`src/rtl/mux_pkg.sv`:
```
// rtl/mux_pkg.sv - shared state encoding and parameter limits for the mux_n_pipe slice.
package mux_pkg;

  typedef enum logic [1:0] {
    EMPTY = 2'd0,
    ONE   = 2'd1,
    TWO   = 2'd2
  } mux_state_e;

  localparam int MUX_MAX_NUM_IN = 16;
  localparam int MUX_MAX_WIDTH  = 128;

  function automatic bit mux_params_ok(input int width, input int num_in);
    return (width >= 1) && (width <= MUX_MAX_WIDTH) &&
           (num_in >= 2) && (num_in <= MUX_MAX_NUM_IN);
  endfunction

endpackage

```
`src/rtl/mux_n_1.sv`:
```
// rtl/mux_n_1.sv - combinational N:1 W-bit selector; out-of-range select yields zero.
module mux_n_1 #(
  parameter int WIDTH  = 64,
  parameter int NUM_IN = 8,
  localparam int SEL_W = $clog2(NUM_IN)
) (
  input  logic [SEL_W-1:0]        sel,
  input  logic [NUM_IN*WIDTH-1:0] d,
  output logic [WIDTH-1:0]        y
);

  always_comb begin
    y = '0;
    for (int k = 0; k < NUM_IN; k++) begin
      if (sel == SEL_W'(k)) y = d[k*WIDTH +: WIDTH];
    end
  end

endmodule

```
`src/rtl/mux_n_pipe.sv`:
```
// rtl/mux_n_pipe.sv - registered N:1 select stage with valid/ready and a two-entry skid buffer.
// Optional MUX_SEL_CHECK_EN adds a sticky out-of-range-select flag.
module mux_n_pipe
  import mux_pkg::*;
#(
  parameter int WIDTH  = 64,
  parameter int NUM_IN = 8,
  localparam int SEL_W = $clog2(NUM_IN)
) (
  input  logic                    clk,
  input  logic                    reset,
  input  logic                    in_valid,
  output logic                    in_ready,
  input  logic [SEL_W-1:0]        sel,
  input  logic [NUM_IN*WIDTH-1:0] d,
  input  logic                    flush,
  output logic                    out_valid,
  input  logic                    out_ready,
  output logic [WIDTH-1:0]        out_data,
  output logic [SEL_W-1:0]        out_sel,
  output logic                    sel_err
);

  if (!mux_params_ok(WIDTH, NUM_IN)) begin : g_bad_params
    $error("mux_n_pipe: WIDTH must be 1..%0d and NUM_IN 2..%0d", MUX_MAX_WIDTH, MUX_MAX_NUM_IN);
  end

  mux_state_e       state, state_next;
  logic [WIDTH-1:0] main_data, skid_data, sel_data;
  logic [SEL_W-1:0] main_sel, skid_sel;
  logic             accept, drain;
  logic             load_main_in, load_main_skid, load_skid;

  mux_n_1 #(.WIDTH(WIDTH), .NUM_IN(NUM_IN)) u_sel (
    .sel (sel),
    .d   (d),
    .y   (sel_data)
  );

  // Handshake outputs decode the state register only, so in_ready never sees out_ready.
  assign in_ready  = (state != TWO);
  assign out_valid = (state != EMPTY);
  assign out_data  = main_data;
  assign out_sel   = main_sel;
  assign accept    = in_valid && in_ready;
  assign drain     = out_valid && out_ready;

  always_ff @(posedge clk) begin
    if (reset) state <= EMPTY;
    else       state <= state_next;
  end

  always_comb begin
    state_next     = state;
    load_main_in   = 1'b0;
    load_main_skid = 1'b0;
    load_skid      = 1'b0;
    unique case (state)
      EMPTY: if (accept) begin
        state_next   = ONE;
        load_main_in = 1'b1;
      end
      ONE: begin
        if (accept && drain) begin
          load_main_in = 1'b1;
        end else if (accept) begin
          state_next = TWO;
          load_skid  = 1'b1;
        end else if (drain) begin
          state_next = EMPTY;
        end
      end
      TWO: if (drain) begin
        state_next     = ONE;
        load_main_skid = 1'b1;
      end
      default: state_next = EMPTY;
    endcase
    // Flush wins over any same-cycle accept or drain; the accepted entry is dropped.
    if (flush) begin
      state_next     = EMPTY;
      load_main_in   = 1'b0;
      load_main_skid = 1'b0;
      load_skid      = 1'b0;
    end
  end

  always_ff @(posedge clk) begin
    if (reset) begin
      main_data <= '0;
      main_sel  <= '0;
      skid_data <= '0;
      skid_sel  <= '0;
    end else begin
      if (load_main_in) begin
        main_data <= sel_data;
        main_sel  <= sel;
      end else if (load_main_skid) begin
        main_data <= skid_data;
        main_sel  <= skid_sel;
      end
      if (load_skid) begin
        skid_data <= sel_data;
        skid_sel  <= sel;
      end
    end
  end

`ifdef MUX_SEL_CHECK_EN
  always_ff @(posedge clk) begin
    if (reset)                                sel_err <= 1'b0;
    else if (accept && (int'(sel) >= NUM_IN)) sel_err <= 1'b1;
  end
`else
  assign sel_err = 1'b0;
`endif

endmodule

```
`config.mk`:
```
export PLATFORM = sky130hd
export DESIGN_NAME = mux_n_pipe
export DESIGN_NICKNAME = d
export VERILOG_FILES = /design/src/rtl/mux_pkg.sv /design/src/rtl/mux_n_1.sv /design/src/rtl/mux_n_pipe.sv
export SDC_FILE = /design/constraint.sdc
export NUM_CORES = 1
export LEC_CHECK = 0
export ABC_CLOCK_PERIOD_IN_PS = 2830
export CAP_MARGIN = 20
export CORE_AREA = 2 2 227 229
export DETAILED_ROUTE_END_ITERATION = 8
export DIE_AREA = 0 0 229 231
export PLACE_DENSITY = 0.48
export SLEW_MARGIN = 20
export SYNTH_ARGS = -nofsm -noshare
export SYNTH_HDL_FRONTEND = slang
export SYNTH_SLANG_ARGS = --single-unit
export TNS_END_PERCENT = 1
```
`constraint.sdc`:
```
create_clock -name clk -period 2.83 [get_ports clk]
set_input_delay 0.283 -clock clk [delete_from_list [all_inputs] [get_ports clk]]
set_output_delay 0.283 -clock clk [all_outputs]
set_load 0.005 [all_outputs]
```
Yosys cells after proc, flatten, opt, wreduce, memory -nomap -nowiden
Index checks and enable logic that the tools add are counted.
{"block": "op_classes", "mul": 0, "n_addsub": 0, "n_reduce_logical": 9, "mux": 28, "bitwise": 0, "shifts": 0, "div_mod_pow": 0, "n_eq_ne": 14, "n_lt_le_gt_ge": 0}
{"cell": "$mux 64", "count": 10}
{"cell": "$eq 3x3->1 const B", "count": 4}
{"cell": "$mux 2", "count": 5}
{"cell": "$mux 1", "count": 9}
{"cell": "$ne 2x2->1 const B", "count": 4}
{"cell": "$eq 3x2->1 const B", "count": 2}
{"cell": "$mux 3", "count": 2}
{"cell": "$pmux 2 s3", "count": 1}
{"cell": "$reduce_and 4->1", "count": 1}
{"cell": "$reduce_bool 2->1", "count": 2}
{"cell": "$eq 3x1->1 const B", "count": 1}
{"cell": "$logic_and 1x1->1", "count": 3}
{"cell": "$logic_not 3->1", "count": 1}
{"cell": "$ne 3x3->1 const B", "count": 1}
{"cell": "$eq 2x1->1 const B", "count": 1}
{"cell": "$eq 2x2->1 const B", "count": 1}
{"cell": "$logic_not 2->1", "count": 1}
{"cell": "$pmux 1 s2", "count": 1}
{"cell": "$reduce_or 2->1", "count": 1}
{"block": "word_totals", "register_bits": 136, "latchBits": 0, "ram_bits": 0, "in_bits": 520, "mem_count": 0, "wordCells": 56, "mem_bits_ro": 0, "output_inout_bits": 70}

Logic depth before layout (Yosys ltp)
Gate-level depths: netlist (run 1).
{"block": "logic_depth", "ltp_word": 10, "ltp_mapped": 9, "depth_no_buf": 6}

Modules after synthesis
Synthesis (run 1) repeated with hierarchy kept, for this count alone.
{"block": "hier_totals", "cells_unflattened": 1457, "hier_area_um2": 11333.4}
{"module": "mux_n_pipe", "cells_each": 706, "n_inst": 1, "seq_area_each_um2": 2722.6, "area_per_inst_um2": 6042.0}
{"module": "mux_n_1", "cells_each": 751, "n_inst": 1, "seq_area_each_um2": 0.0, "area_per_inst_um2": 5291.3}

Least setup slack after synthesis (run 1)
Ideal clock, no wire load.
{"block": "synth_timing", "path_kind": "input -> register", "from": "input sel[0]", "to": "register skid_data[11]", "path_stages": 6, "t_arrival_ns": 1.631, "required_time_ns": 2.698, "setup_slack_ns": 1.067, "setup_time_ns": 0.132, "n_path_buf": 2, "path_cell_list": "buf_4 > buf_2 > mux4_2 > mux2_2 > nor2_1 > nor3_1"}
{"block": "synth_via", "elab_chain_cells": 9, "word_cells_on_any_way": 16, "classes_between": "7 x eq/ne; 8 x mux; 1 x reduce/logical"}
{"element": "start, declared", "line": "mux_n_pipe.sv:14", "text": "input logic [SEL_W-1:0] sel,"}
{"element": "$logic_not 3->1", "line": "mux_n_1.sv:15", "text": "if (sel == SEL_W'(k)) y = d[k*WIDTH +: WIDTH];"}
{"element": "$mux 64 (7 in series)", "line": "mux_n_1.sv:15"}
{"element": "$mux 64 *", "line": "mux_n_1.sv:15"}
{"element": "end signal, assigned", "line": "mux_n_pipe.sv:103", "text": "skid_data <= sel_data;"}
{"element": "end, declared", "line": "mux_n_pipe.sv:29", "text": "logic [WIDTH-1:0] main_data, skid_data, sel_data;"}
Mark *: on every way between the ends. The rest lies on a longest branch, timed or not.
A chain may end at the register's enable or synchronous reset.

Final worst setup path (run 1)
{"block": "layout_timing", "from": "register state[1]", "to": "register main_data[16] (netlist: out_data[16])"}
{"block": "layout_via", "elab_chain_cells": 7, "word_cells_on_any_way": 17, "classes_between": "3 x eq/ne; 8 x mux; 6 x reduce/logical"}
{"element": "start, declared", "line": "mux_n_pipe.sv:28", "text": "mux_state_e state, state_next;"}
{"element": "start signal, assigned", "line": "mux_n_pipe.sv:50", "text": "else state <= state_next;"}
{"element": "$ne 2x2->1 / $reduce_bool 2->1 (equally long branches)", "line": "mux_n_pipe.sv:41, mux_n_pipe.sv:42"}
{"element": "$logic_and 1x1->1, on equally long branches", "line": "mux_n_pipe.sv:45, mux_n_pipe.sv:46"}
{"element": "$logic_and 1x1->1", "line": "mux_n_pipe.sv:64", "text": "if (accept && drain) begin"}
{"element": "$mux 1", "line": "mux_n_pipe.sv:64"}
{"element": "$pmux 1 s2", "line": "mux_n_pipe.sv:58", "text": "unique case (state)"}
{"element": "$mux 1", "line": "mux_n_pipe.sv:80", "text": "if (flush) begin"}
{"element": "$mux 64 / $reduce_bool 2->1 (equally long branches)"}
{"element": "end signal, assigned", "line": "mux_n_pipe.sv:96", "text": "main_data <= sel_data;"}
{"element": "end signal, assigned", "line": "mux_n_pipe.sv:99", "text": "main_data <= skid_data;"}
{"element": "end, declared", "line": "mux_n_pipe.sv:29"}
Several ways; a longest one is shown, not always the timed one.

==> results of run 1 <==
-- cell type report --
class,instances,area (um^2),share of cell area
Tap cell,680,851,0.0499
Sequential cell,136,2720,0.160
Clock buffer,20,467,0.0274
Antenna cell,5,12.5,0.000734
Timing Repair Buffer,634,6400,0.375
Clock inverter,11,193,0.0113
Multi-Input combinational cell,968,6390,0.375
Inverter,4,17.5,0.00103
-- routing by layer --
| metal | vias to the layer above | GRT usage | wire (um) |
|---|---|---|---|
| li1 | 5770 | - | - |
| met5 | - | 0 | 11 |
| met2 | 425 | 0.335 | 26500 |
| met3 | 43 | 0.0409 | 3080 |
| met4 | 2 | 0.0440 | 731 |
| met1 | 5860 | 0.262 | 24500 |
-- layout by cell type, fill, tap and decap left out, types with 3 or more instances in the layout --
master and n:
a2111oi_0 8, a211oi_1 23, a21oi_1 99, a221o_1 8
a221oi_1 33, a22oi_1 9, a2bb2oi_1 8, a311oi_1 65
a31o_1 10, a31o_2 20, a31oi_1 67, a32oi_1 8
buf_12 14, buf_4 35, bufinv_16 5, clkbuf_16 17
clkbuf_8 3, clkdlybuf4s50_1 584, dfxtp_1 136, diode_2 5
mux2_2 14, mux2i_1 57, mux4_2 29, nand2_1 221
nand2b_1 3, nand3_1 4, nand3b_1 3, nor2_1 101
nor2b_1 13, nor3_1 16, o21ai_0 61, o21bai_1 26
o221ai_1 9, o22ai_1 4, o2bb2ai_1 5, or2_2 4
or3_1 8
-- Yosys cell counts, types with 2 or more instances --
cell type  number
buf_6          10
a32o_1          2
a311oi_1       65
dfxtp_1       136
nand2_1       223
or2_2           4
a32oi_1         8
or3_1           8
a22o_1          2
o2bb2ai_1       5
buf_2          37
o221ai_1        9
nand3b_1        3
o21ai_1         2
mux4_2         29
a211oi_1       23
a22oi_1         9
o21bai_1       26
o21ai_0        61
buf_1           7
nor3_1         17
mux2_2         14
a31oi_1        67
a21oi_1        99
nand2b_1        3
or3b_1          2
a2bb2oi_1       8
o21a_1          2
inv_2           3
nand4_1         2
o22ai_1         4
a31o_2         20
and3_1          2
nand3_1         4
mux2i_1        57
nor2_1        102
and2b_1         3
nor2b_1        15
a31o_1         10
a221o_1         8
clkbuf_1       66
a221oi_1       33
buf_4          19
a2111oi_0       8
-- cell families after synthesis --
family | Yosys count | share of synthesized area
AO/OA/AOI/OAI | 475 | 0.338
AND/OR/NAND/NOR | 392 | 0.167
buffers and inverters | 145 | 0.0777
flip-flops | 136 | 0.277
multiplexers | 100 | 0.140
other | 1 | 0.000381
-- report_power, final --
group | switching (mW) | internal [mW]
registers | 0.0495 | 2.00
clock network | 0.910 | 1.63
logic | 0.845 | 1.16
total | 1.80 | 4.79
-- sequential cells by signal, indices dropped and copies added (netlist names) --
register,cells
state,2
out_data,64
skid_data,64
out_sel,3
skid_sel,3
-- how the worst max path moves through the flow --
stage                                      from                    endpoint  slack [ns]  cells after the start
final                     state[1]$_SDFFE_PP0P_   out_data[16]$_SDFFE_PP0P_        0.71                      6
after global routing      state[1]$_SDFFE_PP0P_   out_data[17]$_SDFFE_PP0P_        0.58                      6
after CTS                 state[1]$_SDFFE_PP0P_   out_data[18]$_SDFFE_PP0P_        0.69                      6
after detailed placement                 sel[1]    out_data[8]$_SDFFE_PP0P_        0.32                      7
after global placement                   sel[1]    out_data[8]$_SDFFE_PP0P_        0.32                      7
after floorplan                          sel[0]  skid_data[11]$_SDFFE_PP0P_        1.07                      6
-- critical path, cell delays in order (launching register included) --
cell      delay [ns]
dfxtp_1         0.41
nand2b_1        0.24
nor2_1          0.12
nand2_4         0.46
buf_4           0.38
a21oi_1         0.07
a221oi_1        0.29
==> flow_summary.yaml, run 1 <==
logic_synthesis:
  synth_enable_flop_cells: 0
  postSynthNetCount: 1769
  synth_flop_cell: "dfxtp_1"
  synthesized_area_per_cell_um2: 7.87
  async_flop_share: 0
  ys_seq_elements: 136
  synth.area.top_cells: "dfxtp_1 (28%), nand2_1 (8.5%), mux4_2 (6.6%)"
  yosysSeqAreaShare: 0.277
  synth.lib_cells_used.distinct: 56
  synth_top_cell_by_area: "dfxtp_1"
  yosysTopAreaCellShare: 0.277
  synthesis.area_um2: 9830
  synthesis.instances: 1249
  synth-warning-count: 0
sta:
  sum_of_negative_setup_slack_ns: 0
  max_slew_margin: 0.263
  finalHoldWorstSlack_ns: 0.407
  skew_ns: 0.00773
  timing_hold_violations_final: 0
  setup_slack_ns: 0.713
  rsz0062_at_grt: "no"
  final.min_clock_period_ns: 2.12
  drv_slew: 0
  timing_worst_slew_pin_value_ns: 1.08
  maxClockFrequency_ghz: 0.472
  setup_violations: 0
  layout_worst_path_cycle_share: 0.748
routing:
  detail_route.wirelength_um: 54800
  antenna_violating_nets_remaining: 0
  initialDrtViolationCount: 871
  drt_pre_antenna_iters: 5
  via_per_inst: 4.92
  drt_drc_violations_left: 0
  routed_wire_length_per_instance_um: 22.3
  route.vias.total: 12100
power_and_ir_drop:
  max-vdd-ir-drop_mv: 0.346
  power-per-cell-area_nw_per_um2: 386
  static-leakage-power_nw: 5.88
  post-layout-total-power_mw: 6.59
placement:
  placement.setup.worst_slack_ns: 0.319
  post-dp-hpwl_um: 42400
  post-place-cells: 2422
  place.port_buffers: 588
  gp_congestion: 0.924
  placed_cell_area_um2: 16400
min_path:
  hold_class: "input port to flop"
  number_of_instances_on_the_worst_hold_path: 2
  min_delay_worst_endpoint: "out_data[52]$_SDFFE_PP0P_"
  hold_start: "reset"
clock_network:
  cts.sink_count: 136
  tritoncts.num_buffers: 17
  htree_num_levels: 4
  ctsHoldBuffers: 0
  tritoncts: "done"
  post_cts.resized_instances: 0
  cts_root_buffer: "clkbuf_16"
  cts-root-to-sink-buffers: 2
  clock_insertion_delay_worst_skew_ns: 0.43
  postCtsSetupRepairBufs: 0
  clock_pin_slew_reported_for_the_worst_setup_and_hold_paths_after_clock_tree_synthesis_ns: 0.07
grt:
  gr-usage-all-layers: 0.199
  grt_start_max_net_pins: 89
  vias_in_the_first_global_route: 11978
  grt_pass1_wl_um: 79200
  antenna_violations_before_repair: 8
  grt_remaining_overflow: 0
floorplan:
  io_pins: 590
  floorplan.initialDensity: 0.194
  core-area_um2: 50700
  die-width_um: 229
  floorplan.rows: 83
  dieArea_um2: 52900
  fp.dieH_um: 231
status:
  run_status: "finished, final reports clean"
worst_setup_path:
  r2r-end: "out_data[16]$_SDFFE_PP0P_"
  worst-setup-path-type: "flop to flop"
  worstPathRequired_ns: 3.16
  r2r_setup_slack_ns: 0.71
  crit_arrival_ns: 2.45
  timing.critical_path.fanout_max: 40
  crit_path_start_kind: "flop"
  worst_r2r_startpoint: "state[1]$_SDFFE_PP0P_"
  critPathCaptureType: "flop"
  logic_depth_of_the_worst_register_to_register_path: 6
final_layout:
  final_nets: 2281
  filler_cell_count: 5391
  layout.cell_area.non_filler_um2: 17100
  post_route_cells_drive_above_1_share: 0.0914
  layoutNonFillerInstCount: 2458
  area.growth.synth_to_final_pct: 73.4
  post-route-util: 0.337
job:
  drv.max_cap_violation_count: 0
No activity file was read; power rests on OpenSTA's default activity.
==> run 2, diff against run 1 <==
--- a/config.mk
+++ b/config.mk
@@ -5,12 +5,12 @@
 export SDC_FILE = /design/constraint.sdc
 export NUM_CORES = 1
 export LEC_CHECK = 0
-export ABC_CLOCK_PERIOD_IN_PS = 2830
+export ABC_CLOCK_PERIOD_IN_PS = 1800
 export CAP_MARGIN = 20
-export CORE_AREA = 2 2 227 229
+export CORE_AREA = 2 2 229 231
 export DETAILED_ROUTE_END_ITERATION = 8
-export DIE_AREA = 0 0 229 231
-export PLACE_DENSITY = 0.48
+export DIE_AREA = 0 0 231 233
+export PLACE_DENSITY = 0.49
 export SLEW_MARGIN = 20
 export SYNTH_ARGS = -nofsm -noshare
 export SYNTH_HDL_FRONTEND = slang
==> constraint.sdc (replaced) <==
create_clock -name clk -period 1.8 [get_ports clk]
set_input_delay 0.18 -clock clk [delete_from_list [all_inputs] [get_ports clk]]
set_output_delay 0.18 -clock clk [all_outputs]
set_load 0.005 [all_outputs]
==> run 2 against run 1 <==
Effect of this change: die area grew 1.7%; clock power grew 41%; sequential power grew 57%; worst setup slack lost 0.66 ns; sequential cell count is the same; non-clock buffer count grew 104; clock skew grew 0.0066 ns; first-iteration DRC count shrank 12%; global-route usage grew 0.56 points; critical path type unchanged; largest cell class unchanged.
==> flow_summary.yaml, run 2 (synthesis results as in run 1) <==
floorplan:
  floorplan.initialDensity: 0.192
  core-area_um2: 51100
  die-width_um: 231
  fp.dieH_um: 233
  dieArea_um2: 53800
  io_pins: 590
  floorplan.rows: 83
clock_network:
  ctsHoldBuffers: 0
  clock_pin_slew_reported_for_the_worst_setup_and_hold_paths_after_clock_tree_synthesis_ns: 0.07
  cts-root-to-sink-buffers: 2
  tritoncts: "done"
  cts_root_buffer: "clkbuf_16"
  htree_num_levels: 4
  clock_insertion_delay_worst_skew_ns: 0.45
  tritoncts.num_buffers: 17
  cts.sink_count: 136
  postCtsSetupRepairBufs: 0
sta:
  final.min_clock_period_ns: 1.75
  rsz0062_at_grt: "yes"
  timing_worst_slew_pin_value_ns: 0.905
  skew_ns: 0.0143
  maxClockFrequency_ghz: 0.573
  layout_worst_path_cycle_share: 0.970
  drv_slew: 0
  max_slew_margin: 0.381
  setup_violations: 0
  timing_hold_violations_final: 0
  sum_of_negative_setup_slack_ns: 0
final_layout:
  area.sequential_um2: 2720
  layoutNonFillerInstCount: 2570
  final_nets: 2385
  filler_cell_count: 5290
  area.growth.synth_to_final_pct: 84.2
  post_route_cells_drive_above_1_share: 0.146
  multi_input_comb_area_um2: 6440
  commonest_cells_after_routing_fill_and_taps_aside: "clkdlybuf4s50_1 (582), nand2_1 (221), dfxtp_1 (136)"
  mostFrequentLayoutCell: "clkdlybuf4s50_1"
routing:
  detail_route.wirelength_um: 56900
  initialDrtViolationCount: 770
  drt_drc_violations_left: 0
  routed_wire_length_per_instance_um: 22.2
  antenna_violating_nets_remaining: 0
  drt_pre_antenna_iters: 5
  route.vias.total: 12450
  via_per_inst: 4.84
worst_setup_path:
  worst-setup-path-type: "flop to flop"
  path_depth: 7
  critPathCaptureType: "flop"
  crit_path_top_delay_cell: "buf_4"
  logic_depth_of_the_worst_register_to_register_path: 7
  timing.critical_path.cells: "and2b_2, inv_2, nor3b_4, buf_4, nand2_1, a31o_2, a31oi_1"
  worst_r2r_startpoint: "state[0]$_SDFFE_PP0P_"
  worstPathRequired_ns: 2.17
  critical_path.n_buffers_inverters: 2
  critical_path_launch_point: "state[0]$_SDFFE_PP0P_"
  cp_slowest_stage_delay_ns: 0.32
  r2r-end: "out_data[57]$_SDFFE_PP0P_"
  critPathTopFamily: "simple AND/OR/NAND/NOR gates"
  crit_arrival_ns: 2.11
  r2r_setup_slack_ns: 0.05
  timing.critical_path.fanout_max: 18
  cp-endpoint: "out_data[57]$_SDFFE_PP0P_"
  crit_path_start_kind: "flop"
grt:
  vias_in_the_first_global_route: 12544
  gr-usage-all-layers: 0.205
  grt_remaining_overflow: 0
  grt_start_max_net_pins: 69
  antenna_violations_before_repair: 14
  grt_pass1_wl_um: 81400
job:
  drv.max_cap_violation_count: 0
placement:
  post-dp-hpwl_um: 46000
  place.port_buffers: 588
  gp_congestion: 0.919
  post-place-cells: 2526
min_path:
  hold_class: "input port to flop"
  hold_start: "reset"
power_and_ir_drop:
  static-leakage-power_nw: 6.47
  max-vdd-ir-drop_mv: 0.673
  power-per-cell-area_nw_per_um2: 563
status:
  run_status: "finished, final reports clean"
-- run 2: cell count changes in the layout (fill, tap and decap cells not counted), moves of 3 or more --
cell,delta
buf_12,+22
buf_6,+3
diode_2,+7
clkinv_4,+4
bufinv_16,-4
clkbuf_8,-3
buf_4,+79
-- run 2: repair_timing --
item,4_1_cts,5_1_grt
gates resized for setup,4,10
setup endpoints to repair,8,90
pin swaps,0,5
-- run 2: per-layer routing --
layer,wire [um],global-route usage,vias up
li1,-,-,6002
met1,24700,0.259,5973
met2,27300,0.338,423
met5,12,0,-
met3,3670,0.0523,50
met4,1230,0.0675,2
-- run 2: power breakdown --
| part | leakage, nW | internal (mW) | total [mW] | switching [mW] |
|---|---|---|---|---|
| Sequential | 1.11 | 3.14 | 3.22 | 0.0771 |
| Clock | 0.278 | 1.95 | 3.58 | 1.63 |
| Combinational | 5.08 | 2.02 | 3.39 | 1.37 |
-- run 2: layout make-up --
| class | count | area share |
|---|---|---|
| multi-input combinational | 968 | 0.355 |
| timing repair buffer | 738 | 0.412 |
| tap | 680 | 0.0470 |
| sequential | 136 | 0.150 |
| inverter | 4 | 0.000967 |
| clock inverter | 15 | 0.00891 |
| clock buffer | 17 | 0.0235 |
| antenna | 12 | 0.00166 |
-- run 2: worst min-delay path: stages --
cell      delay, ns
buf_4          0.11
buf_12         0.26
a311oi_1       0.07
-- run 2: stage by stage --
stage	hold WS [ns]	instance area, um^2	setup slack [ns]	utilization	power (mW)
2_1_floorplan	0.259	9830	0.140	-	4.51
3_3_place_gp	0.441	17400	-0.689	0.341	6.66
3_5_place_dp	0.448	17400	-0.408	0.341	6.68
4_1_cts	0.236	18000	0.0266	0.353	10.3
5_1_grt	0.261	18100	-0.0810	0.354	10.7
6_report	0.246	18100	0.0548	0.354	10.2
-- run 2: worst min path at each step --
stage                                             to  slack (ns)  cells past startpoint
after detailed placement    skid_sel[2]$_SDFFE_PP0P_        0.45                      2
after floorplan                state[1]$_SDFFE_PP0P_        0.26                      1
after global routing        skid_sel[1]$_SDFFE_PP0P_        0.26                      3
final                     skid_data[63]$_SDFFE_PP0P_        0.25                      3
after global placement      skid_sel[2]$_SDFFE_PP0P_        0.44                      2
after CTS                 skid_data[63]$_SDFFE_PP0P_        0.24                      3
==> run 3, diff against run 2 <==
==> constraint.sdc (replaced) <==
create_clock -name clk -period 1.8 [get_ports clk]
set_input_delay 0.36 -clock clk [delete_from_list [all_inputs] [get_ports clk]]
set_output_delay 0.36 -clock clk [all_outputs]
set_load 0.005 [all_outputs]
==> run 3 against run 2 <==
Effect of this change: register-to-register slack gained 0.08 ns; total power grew 3.1%; final cell count grew 0.66%; sequential cell count is the same; via count grew 1.0%; clock skew shrank 0.0052 ns; utilization grew 0.38 points; worst setup slack gained 0.0010 ns; clock power grew 8.1%; critical path type is now flop to output pin; highest routed layer is now met4.
==> flow_summary.yaml, run 3 (synthesis results as in run 1) <==
status:
  run_status: "finished, final reports clean"
worst_setup_path:
  timing.critical_path.cells: "clkdlybuf4s50_1"
  crit_path_top_delay_cell: "clkdlybuf4s50_1"
  worstPathRequired_ns: 1.44
  critPathCaptureType: "output pin"
  critPathTopFamily: "buffers and inverters"
  timing.critical_path.fanout_max: 2
  critical_path.n_buffers_inverters: 1
  worst_r2r_startpoint: "state[1]$_SDFFE_PP0P_"
  cp_slowest_stage_delay_ns: 0.57
  critical_path_launch_point: "out_data[4]$_SDFFE_PP0P_"
  crit_arrival_ns: 1.38
  worst-setup-path-type: "flop to output pin"
  crit_path_start_kind: "flop"
routing:
  routed_wire_length_per_instance_um: 22.1
  detail_route.wirelength_um: 57300
  initialDrtViolationCount: 845
  antenna_violating_nets_remaining: 0
  drt_pre_antenna_iters: 5
  drt_drc_violations_left: 0
  via_per_inst: 4.86
  route.vias.total: 12578
clock_network:
  clock_insertion_delay_worst_skew_ns: 0.44
  tritoncts.num_buffers: 17
  postCtsSetupRepairBufs: 0
  cts-root-to-sink-buffers: 2
  clock_pin_slew_reported_for_the_worst_setup_and_hold_paths_after_clock_tree_synthesis_ns: 0.06
  cts_root_buffer: "clkbuf_16"
  ctsHoldBuffers: 0
  tritoncts: "done"
  cts.sink_count: 136
  htree_num_levels: 4
min_path:
  hold_start: "reset"
  hold_class: "input port to flop"
power_and_ir_drop:
  static-leakage-power_nw: 6.64
  power-per-cell-area_nw_per_um2: 574
  max-vdd-ir-drop_mv: 0.666
floorplan:
  floorplan.initialDensity: 0.192
  die-width_um: 231
  io_pins: 590
  floorplan.rows: 83
  core-area_um2: 51100
  fp.dieH_um: 233
  dieArea_um2: 53800
sta:
  maxClockFrequency_ghz: 0.573
  layout_worst_path_cycle_share: 0.969
  skew_ns: 0.00909
  max_slew_margin: 0.472
  finalHoldWorstSlack_ns: 0.329
  drv_slew: 0
  setup_violations: 0
  rsz0062_at_grt: "no"
  final.min_clock_period_ns: 1.74
  timing_worst_slew_pin_value_ns: 0.790
  timing_hold_violations_final: 0
final_layout:
  mostFrequentLayoutCell: "clkdlybuf4s50_1"
  post_route_cells_drive_above_1_share: 0.155
  post-route-util: 0.358
  commonest_cells_after_routing_fill_and_taps_aside: "clkdlybuf4s50_1 (576), nand2_1 (222), buf_4 (138)"
  area.growth.synth_to_final_pct: 86.2
  final_nets: 2409
placement:
  gp_congestion: 0.934
  place.port_buffers: 588
  post-dp-hpwl_um: 46800
grt:
  grt_pass1_wl_um: 81500
  vias_in_the_first_global_route: 12655
  grt_start_max_net_pins: 56
  gr-usage-all-layers: 0.205
  grt_remaining_overflow: 0
  antenna_violations_before_repair: 6
job:
  drv.max_cap_violation_count: 0
==> run 3: cell types whose count changed in the layout (fill, tap and decap cells not counted), sizes merged, moves of 3 or more <==
cell           delta
buf              +24
bufinv            +3
clkdlybuf4s50     -6
inv               -3
dlygate4sd2       +4
diode             -6
==> run 3: power by group <==
part / total, mW / internal, mW / switching (mW)
combinational: 3.41 / 2.02 / 1.39
clock: 3.87 / 2.37 / 1.51
sequential: 3.22 / 3.14 / 0.0746
total: 10.5 / 7.53 / 2.97
==> run 3: per-stage QoR <==
step                      total power [mW]  TNS [ns]  cells  setup slack, ns  area (um^2)
after detailed placement              6.71    -33.84   2550           -0.596        17600
final                                 10.5         0   2587           0.0559        18300
after floorplan                       4.51    -0.503   1249          -0.0274         9840
after CTS                             10.6         0   2581          0.00506        18300
after global routing                  11.0         0   2586          0.00771        18300
after global placement                6.69    -31.52   2550           -0.597        17600
==> run 3: repair_timing <==
item                       CTS  global route
setup endpoints to repair   11             7
cloned                       0             0
gates resized for setup     13             7
==> run 3: area by class of cell <==
type                            count  area, um^2
Timing Repair Buffer              762        7660
Inverter                            4        17.5
Fill cell                        5337       32800
Tap cell                          680         851
Clock buffer                       18         439
Sequential cell                   136        2730
Antenna cell                        6        15.0
Multi-Input combinational cell    968        6400
Clock inverter                     13         195
==> run 3: final timing paths <==
path	end	cells past startpoint	slack, ns
setup / recovery	out_data[4]	1	0.06
hold / removal	skid_data[25]$_SDFFE_PP0P_	2	0.33
setup reg to reg	out_data[24]$_SDFFE_PP0P_	8	0.13
hold reg to reg	out_data[54]$_SDFFE_PP0P_	2	0.45
==> run 3: metal layers <==
layer,track usage,part of all wire,vias up
li1,-,-,6038
met1,0.262,0.44,6032
met2,0.344,0.48,463
met3,0.0457,0.062,45
met4,0.0554,0.019,0
met5,0,0,-
